`src/rtl/vga_sync.sv`:
```
// vga_sync: VGA timing generator. From a 50 MHz clock it makes a 25 MHz
// pixel-rate enable, column and line counters, a visible-area flag and
// active-low horizontal and vertical sync pulses.
//
// Ports
//   clock_50    in   system clock; all state changes on its rising edge
//   reset_n     in   asynchronous active-low reset
//   clock_25    out  registered pixel enable, toggles every clock_50 cycle
//   pix_x       out  [9:0] current column (0 .. H_TOTAL-1)
//   pix_y       out  [9:0] current line   (0 .. V_TOTAL-1)
//   video_on    out  high while (pix_x, pix_y) is in the visible area
//   hsync       out  horizontal sync, active-low
//   vsync       out  vertical sync, active-low
//   frame_tick  out  (only with VGA_FRAME_TICK_EN) one clock_50 cycle pulse
//                    after the pixel tick that loads pix_x = 0, pix_y = 0
//
// Optional feature macro: VGA_FRAME_TICK_EN adds the frame_tick output.
//
// Reset parks the counters on the last pixel of the frame so the first
// pixel tick after release lands on (0,0) without a special case.
module vga_sync #(
  parameter int H_DISPLAY = 640,
  parameter int H_FRONT   = 16,
  parameter int H_SYNC    = 96,
  parameter int H_BACK    = 48,
  parameter int V_DISPLAY = 480,
  parameter int V_FRONT   = 10,
  parameter int V_SYNC    = 2,
  parameter int V_BACK    = 33
) (
  input  logic       clock_50,
  input  logic       reset_n,
  output logic       clock_25,
  output logic [9:0] pix_x,
  output logic [9:0] pix_y,
  output logic       video_on,
  output logic       hsync,
  output logic       vsync
`ifdef VGA_FRAME_TICK_EN
  ,
  output logic       frame_tick
`endif
);

  localparam int H_TOTAL = H_DISPLAY + H_FRONT + H_SYNC + H_BACK;
  localparam int V_TOTAL = V_DISPLAY + V_FRONT + V_SYNC + V_BACK;

  localparam logic [9:0] X_LAST   = 10'(H_TOTAL - 1);
  localparam logic [9:0] Y_LAST   = 10'(V_TOTAL - 1);
  localparam logic [9:0] X_VIS    = 10'(H_DISPLAY);
  localparam logic [9:0] Y_VIS    = 10'(V_DISPLAY);
  localparam logic [9:0] HS_START = 10'(H_DISPLAY + H_FRONT);
  localparam logic [9:0] HS_END   = 10'(H_DISPLAY + H_FRONT + H_SYNC);
  localparam logic [9:0] VS_START = 10'(V_DISPLAY + V_FRONT);
  localparam logic [9:0] VS_END   = 10'(V_DISPLAY + V_FRONT + V_SYNC);

  // A pixel tick is an edge at which the enable is already high.
  logic       tick;
  logic [9:0] x_next;
  logic [9:0] y_next;
  logic       vo_next;
  logic       hs_next;
  logic       vs_next;

  assign tick = clock_25;

  // Next counter values; held on non-tick edges.
  always_comb begin
    x_next = pix_x;
    y_next = pix_y;
    if (tick) begin
      if (pix_x == X_LAST) begin
        x_next = '0;
        if (pix_y == Y_LAST) y_next = '0;
        else                 y_next = pix_y + 10'd1;
      end else begin
        x_next = pix_x + 10'd1;
      end
    end
  end

  // Decode from the next counter values so the registered flags line up
  // with the registered counters on the same edge.
  always_comb begin
    vo_next = (x_next < X_VIS) && (y_next < Y_VIS);
    hs_next = !((x_next >= HS_START) && (x_next < HS_END));
    vs_next = !((y_next >= VS_START) && (y_next < VS_END));
  end

  always_ff @(posedge clock_50 or negedge reset_n) begin
    if (!reset_n) begin
      clock_25 <= 1'b0;
      pix_x    <= X_LAST;
      pix_y    <= Y_LAST;
      video_on <= 1'b0;
      hsync    <= 1'b1;
      vsync    <= 1'b1;
    end else begin
      clock_25 <= ~clock_25;
      if (tick) begin
        pix_x    <= x_next;
        pix_y    <= y_next;
        video_on <= vo_next;
        hsync    <= hs_next;
        vsync    <= vs_next;
      end
    end
  end

`ifdef VGA_FRAME_TICK_EN
  // The following edge is never a tick, so the pulse is one cycle wide.
  always_ff @(posedge clock_50 or negedge reset_n) begin
    if (!reset_n) frame_tick <= 1'b0;
    else          frame_tick <= tick && (x_next == '0) && (y_next == '0);
  end
`endif

endmodule

```
`config.mk`:
```
export PLATFORM = sky130hd
export DESIGN_NAME = vga_sync
export DESIGN_NICKNAME = d
export VERILOG_FILES = /design/src/rtl/vga_sync.sv
export SDC_FILE = /design/constraint.sdc
export NUM_CORES = 1
export LEC_CHECK = 0
export ABC_CLOCK_PERIOD_IN_PS = 5250
export CAP_MARGIN = 15
export CORE_UTILIZATION = 54
export DETAILED_ROUTE_END_ITERATION = 8
export PLACE_DENSITY = 0.83
export SETUP_SLACK_MARGIN = 0.15
export SYNTH_ARGS = -nofsm -noshare
export SYNTH_HDL_FRONTEND = slang
export SYNTH_SLANG_ARGS = --single-unit
export TNS_END_PERCENT = 20
```
`constraint.sdc`:
```
create_clock -name clock_50 -period 5.25 [get_ports clock_50]
set_input_delay 0.525 -clock clock_50 [delete_from_list [all_inputs] [get_ports clock_50]]
set_output_delay 0.525 -clock clock_50 [all_outputs]
set_load 0.01 [all_outputs]
```
==> results.txt <==
- In this run, the number of DRC markers left after iteration 0 of detailed routing was 12.
* Area of combinational cells with multiple inputs: 621 um^2
- Largest net degree at the start of global routing: 25
- Timing would allow up to 385 MHz.
* Worst IR Drop VDD: 0.148 mV
* Sequence of cells on the critical path: ha_1 -> nand2_2 -> or4_4 -> or3_1 -> o21ai_0 -> nand4_1 -> o32a_1
- Of the post-synthesis cell area, the part taken by muxes is 0.787%.
* Adder-cell area share of the yosys netlist: 2.95%
* Residual DRC count: 0
- Clock buffers created by TritonCTS: 3
* Synth Area in Compound Gates: 12.5%
- Register area: 616 um^2
- Slew of the pin with the lowest slew margin: 0.796 ns
- After synthesis, flip-flops and latches occupy 48.4% of the total area.
* Register clock-pin slew on the reported worst setup and hold paths: 0.13 ns
- Critical path capture point type: flop
- Of the available clock period, the critical path in the final layout requires 49.4%.
- For this design, the slowest cell found on the critical path is or4_4.
* Reg2Reg Capture Point: vsync
- Hold Fails Final Rpt: 0
- In this run the post-CTS setup repair buffer count came out at 0.
* Effective utilization at floorplan: 57.5%
* Delay contributed by the slowest stage of the critical path: 0.67 ns
* Total routed wirelength: 2760 um
* Final Max Tran Viols: 0
- Final setup skew: 0.00966 ns
- Syn Nets: 133
- For this design the ratio of total power to cell area is 179 nW/um^2.
- Tmin final: 2.59 ns
- Height of the die: 50.5 um
* First-pass DRT Iterations: 4
- Count of flip-flops with a built-in enable after synthesis: 0
- Final Wtd Congestion: 0.880
* Min setup slack post-route: 2.66 ns
- Measured on the finished design, the core utilization comes to 72.1%.
* Synthesized-area fraction occupied by and/or/nand/nor cells: 25.0%
- The min-delay analysis places its worst path in the category in -> async.
- Antenna violation net count after detailed routing: 0
* Detail-routed via count per cell: 5.84
- Dominant synthesized flop cell: dfstp_2
- Via count: 1074
- Crit path max fanout: 13
- The critical path is of the reg -> reg type.
- Summed over all cells, the static leakage comes to 0.606 nW.
- In this run the deepest clock path goes through 2 buffers.
* Cell chosen for the clock root: clkbuf_4
* Final setup violation count: 0
- CTS resizes: 0
* CTS Hold Buffers Added: 0
- Summing the areas of all xor and xnor instances in the mapped netlist gives 7.58% of the synthesized area.
- Final net count: 162
- Reg2reg setup slack: 2.66 ns
- Final Non-Filler Cells: 184
- Synth Register Bits: 24
- Compared with the post-synthesis result, the final layout area differs by 25.5%.
- Dominant combinational cell family by area after synthesis: simple AND/OR/NAND/NOR gates
- Cells with a size suffix above 1 make up 14.7% of the layout.
* Clock insertion delay at the later pin of the skew report: 0.31 ns
- Total negative slack: 0 ns
- At the worst endpoint, the arrival time is 2.84 ns.
- Number of buffers added on ports: 25
- Measured along the x axis, the die boundary spans 50.5 um.
* Antenna diode instance count: 0
- Run status: finished clean
- Unrepaired setup endpoints after global routing: no
* Vias in the first global route: 1069
- At the worst endpoint, the required time is 5.49 ns.
- CTS built an H-tree with a depth of 1.
* Placement row count: 17
* Global-route wire length before repair: 4770 um
- After detailed routing, the average wire length per cell comes to 15.0 um.
- Global routing finished with a remaining overflow of 0.
- Yosys printed 0 warnings.
- After filler insertion, the fill cell instance count of the layout stands at 168.
* Area inside the core boundary: 2210 um^2
- Clock tree synthesis found a total of 24 sinks.
- TritonCTS clock tree: yes
- Depth of the most critical reg-to-reg path: 7
- Detailed Place HPWL: 2060 um
* Die outline area: 2550 um^2
- FF-to-FF Start: pix_x[0]
* Number of antenna violations at the first check in global routing: 0
- Asr flop ratio synth: 100%
* Remaining max-slew budget at the tightest pin: 46.5%
- A synthesized cell averages 9.93 um^2.
- After detailed placement, the design holds a cell count of 179.
- In this run, distinct cell masters in the synthesized netlist total 39.
* Global router's overall resource usage: 24.9%
- In this run the cell area of the synthesized design comes to 1270 um^2.
- Mapped Cells: 128
* Worst setup startpoint: pix_x[0]
* Maxcap violations: 0
* Setup slack after placement: 2.71 ns
- For this design the top-level I/O count stands at 26.
* Startpoint kind of the worst setup timing path: flop
## state kept, by name, summed over array words and instances (netlist names)
register / cells
clock_25: 1
vsync: 1
video_on: 1
pix_y: 10
hsync: 1
pix_x: 10
## layout make-up
type | count | share of cell area [%]
flip-flops and latches | 24 | 38.6
well taps | 28 | 2.20
multi-input cells | 96 | 38.9
inverters | 6 | 1.41
clock buffers | 4 | 2.27
repair buffers | 26 | 16.6
## logic make-up (layout without fill, tap and decap cells)
family                     count (synthesis)  in the layout
buffers and inverters                      8             36
and+or+nand+nor                           57             57
DFF                                       24             24
AOI/OAI and AO/OA                         24             24
adders and majority gates                  3              3
xor gates and xnor gates                  11             11
muxes                                      1              1
## Yosys cell counts, drive strengths merged, types with 2 or more instances
cell type | count | area [um^2]
nand2 | 14 | 55.1
dfrtp | 12 | 300
dfstp | 12 | 315
nor2 | 10 | 37.5
o21ai | 9 | 45.0
nand3 | 8 | 40.0
inv | 6 | 22.5
xor2 | 6 | 52.6
or3 | 5 | 37.5
xnor2 | 5 | 43.8
a21oi | 4 | 20.0
nand4 | 4 | 25.0
nor3 | 4 | 25.0
or4 | 4 | 33.8
ha | 3 | 37.5
a21o | 2 | 15.0
and4 | 2 | 17.5
buf | 2 | 12.5
nor2b | 2 | 12.5
nor4 | 2 | 18.8
## critical path, delay by kind of cell, from the launching register on
| kind | cells | cell delay (ns) |
|---|---|---|
| and+or+nand+nor | 4 | 1.27 |
| DFF | 1 | 0.60 |
| AOI/OAI and AO/OA | 2 | 0.49 |
| adders and majority gates | 1 | 0.17 |
## metal layers
layer | wire length, um | up-vias | GRT usage [%]
met5 | 0 | - | 0
met4 | 33 | 0 | 10.2
met3 | 66 | 4 | 3.94
met2 | 1430 | 18 | 44.4
met1 | 1230 | 532 | 29.4
li1 | - | 520 | -
## cell usage in the layout (no fill, tap or decap), drive strengths merged, types with 5 or more instances in the layout
cell / instances
nor2: 10
nand3: 8
nand2: 14
dfrtp: 12
o21ai: 9
clkdlybuf4s50: 25
inv: 6
xnor2: 5
xor2: 6
dfstp: 12
or3: 5
## worst max path at each step
stage               depth (start not counted)     to  slack [ns]
CTS                                         7  vsync        2.67
global placement                            7  vsync        2.74
detailed placement                          7  vsync        2.71
global route                                7  hsync        2.49
finish                                      7  vsync        2.66
floorplan                                   8  vsync        2.94
## where the power goes
| group | internal [mW] | leakage (nW) | total [mW] | switching (mW) |
|---|---|---|---|---|
| logic | 0.00167 | 0.302 | 0.00527 | 0.00360 |
| clock network | 0.0423 | 0.0210 | 0.0952 | 0.0529 |
| registers | 0.185 | 0.283 | 0.185 | 0 |
| total | 0.229 | 0.606 | 0.286 | 0.0565 |
## stage by stage
| stage | cell area, um^2 | hold slack [ns] | power, mW |
|---|---|---|---|
| 3_3_place_gp | 1540 | 0.491 | 0.193 |
| 6_report | 1600 | 0.527 | 0.286 |
| 3_5_place_dp | 1540 | 0.505 | 0.193 |
| 5_1_grt | 1600 | 0.540 | 0.297 |
| 4_1_cts | 1580 | 0.529 | 0.288 |
| 2_1_floorplan | 1270 | 0.229 | 0.189 |
No activity file was read; power rests on OpenSTA's default activity.
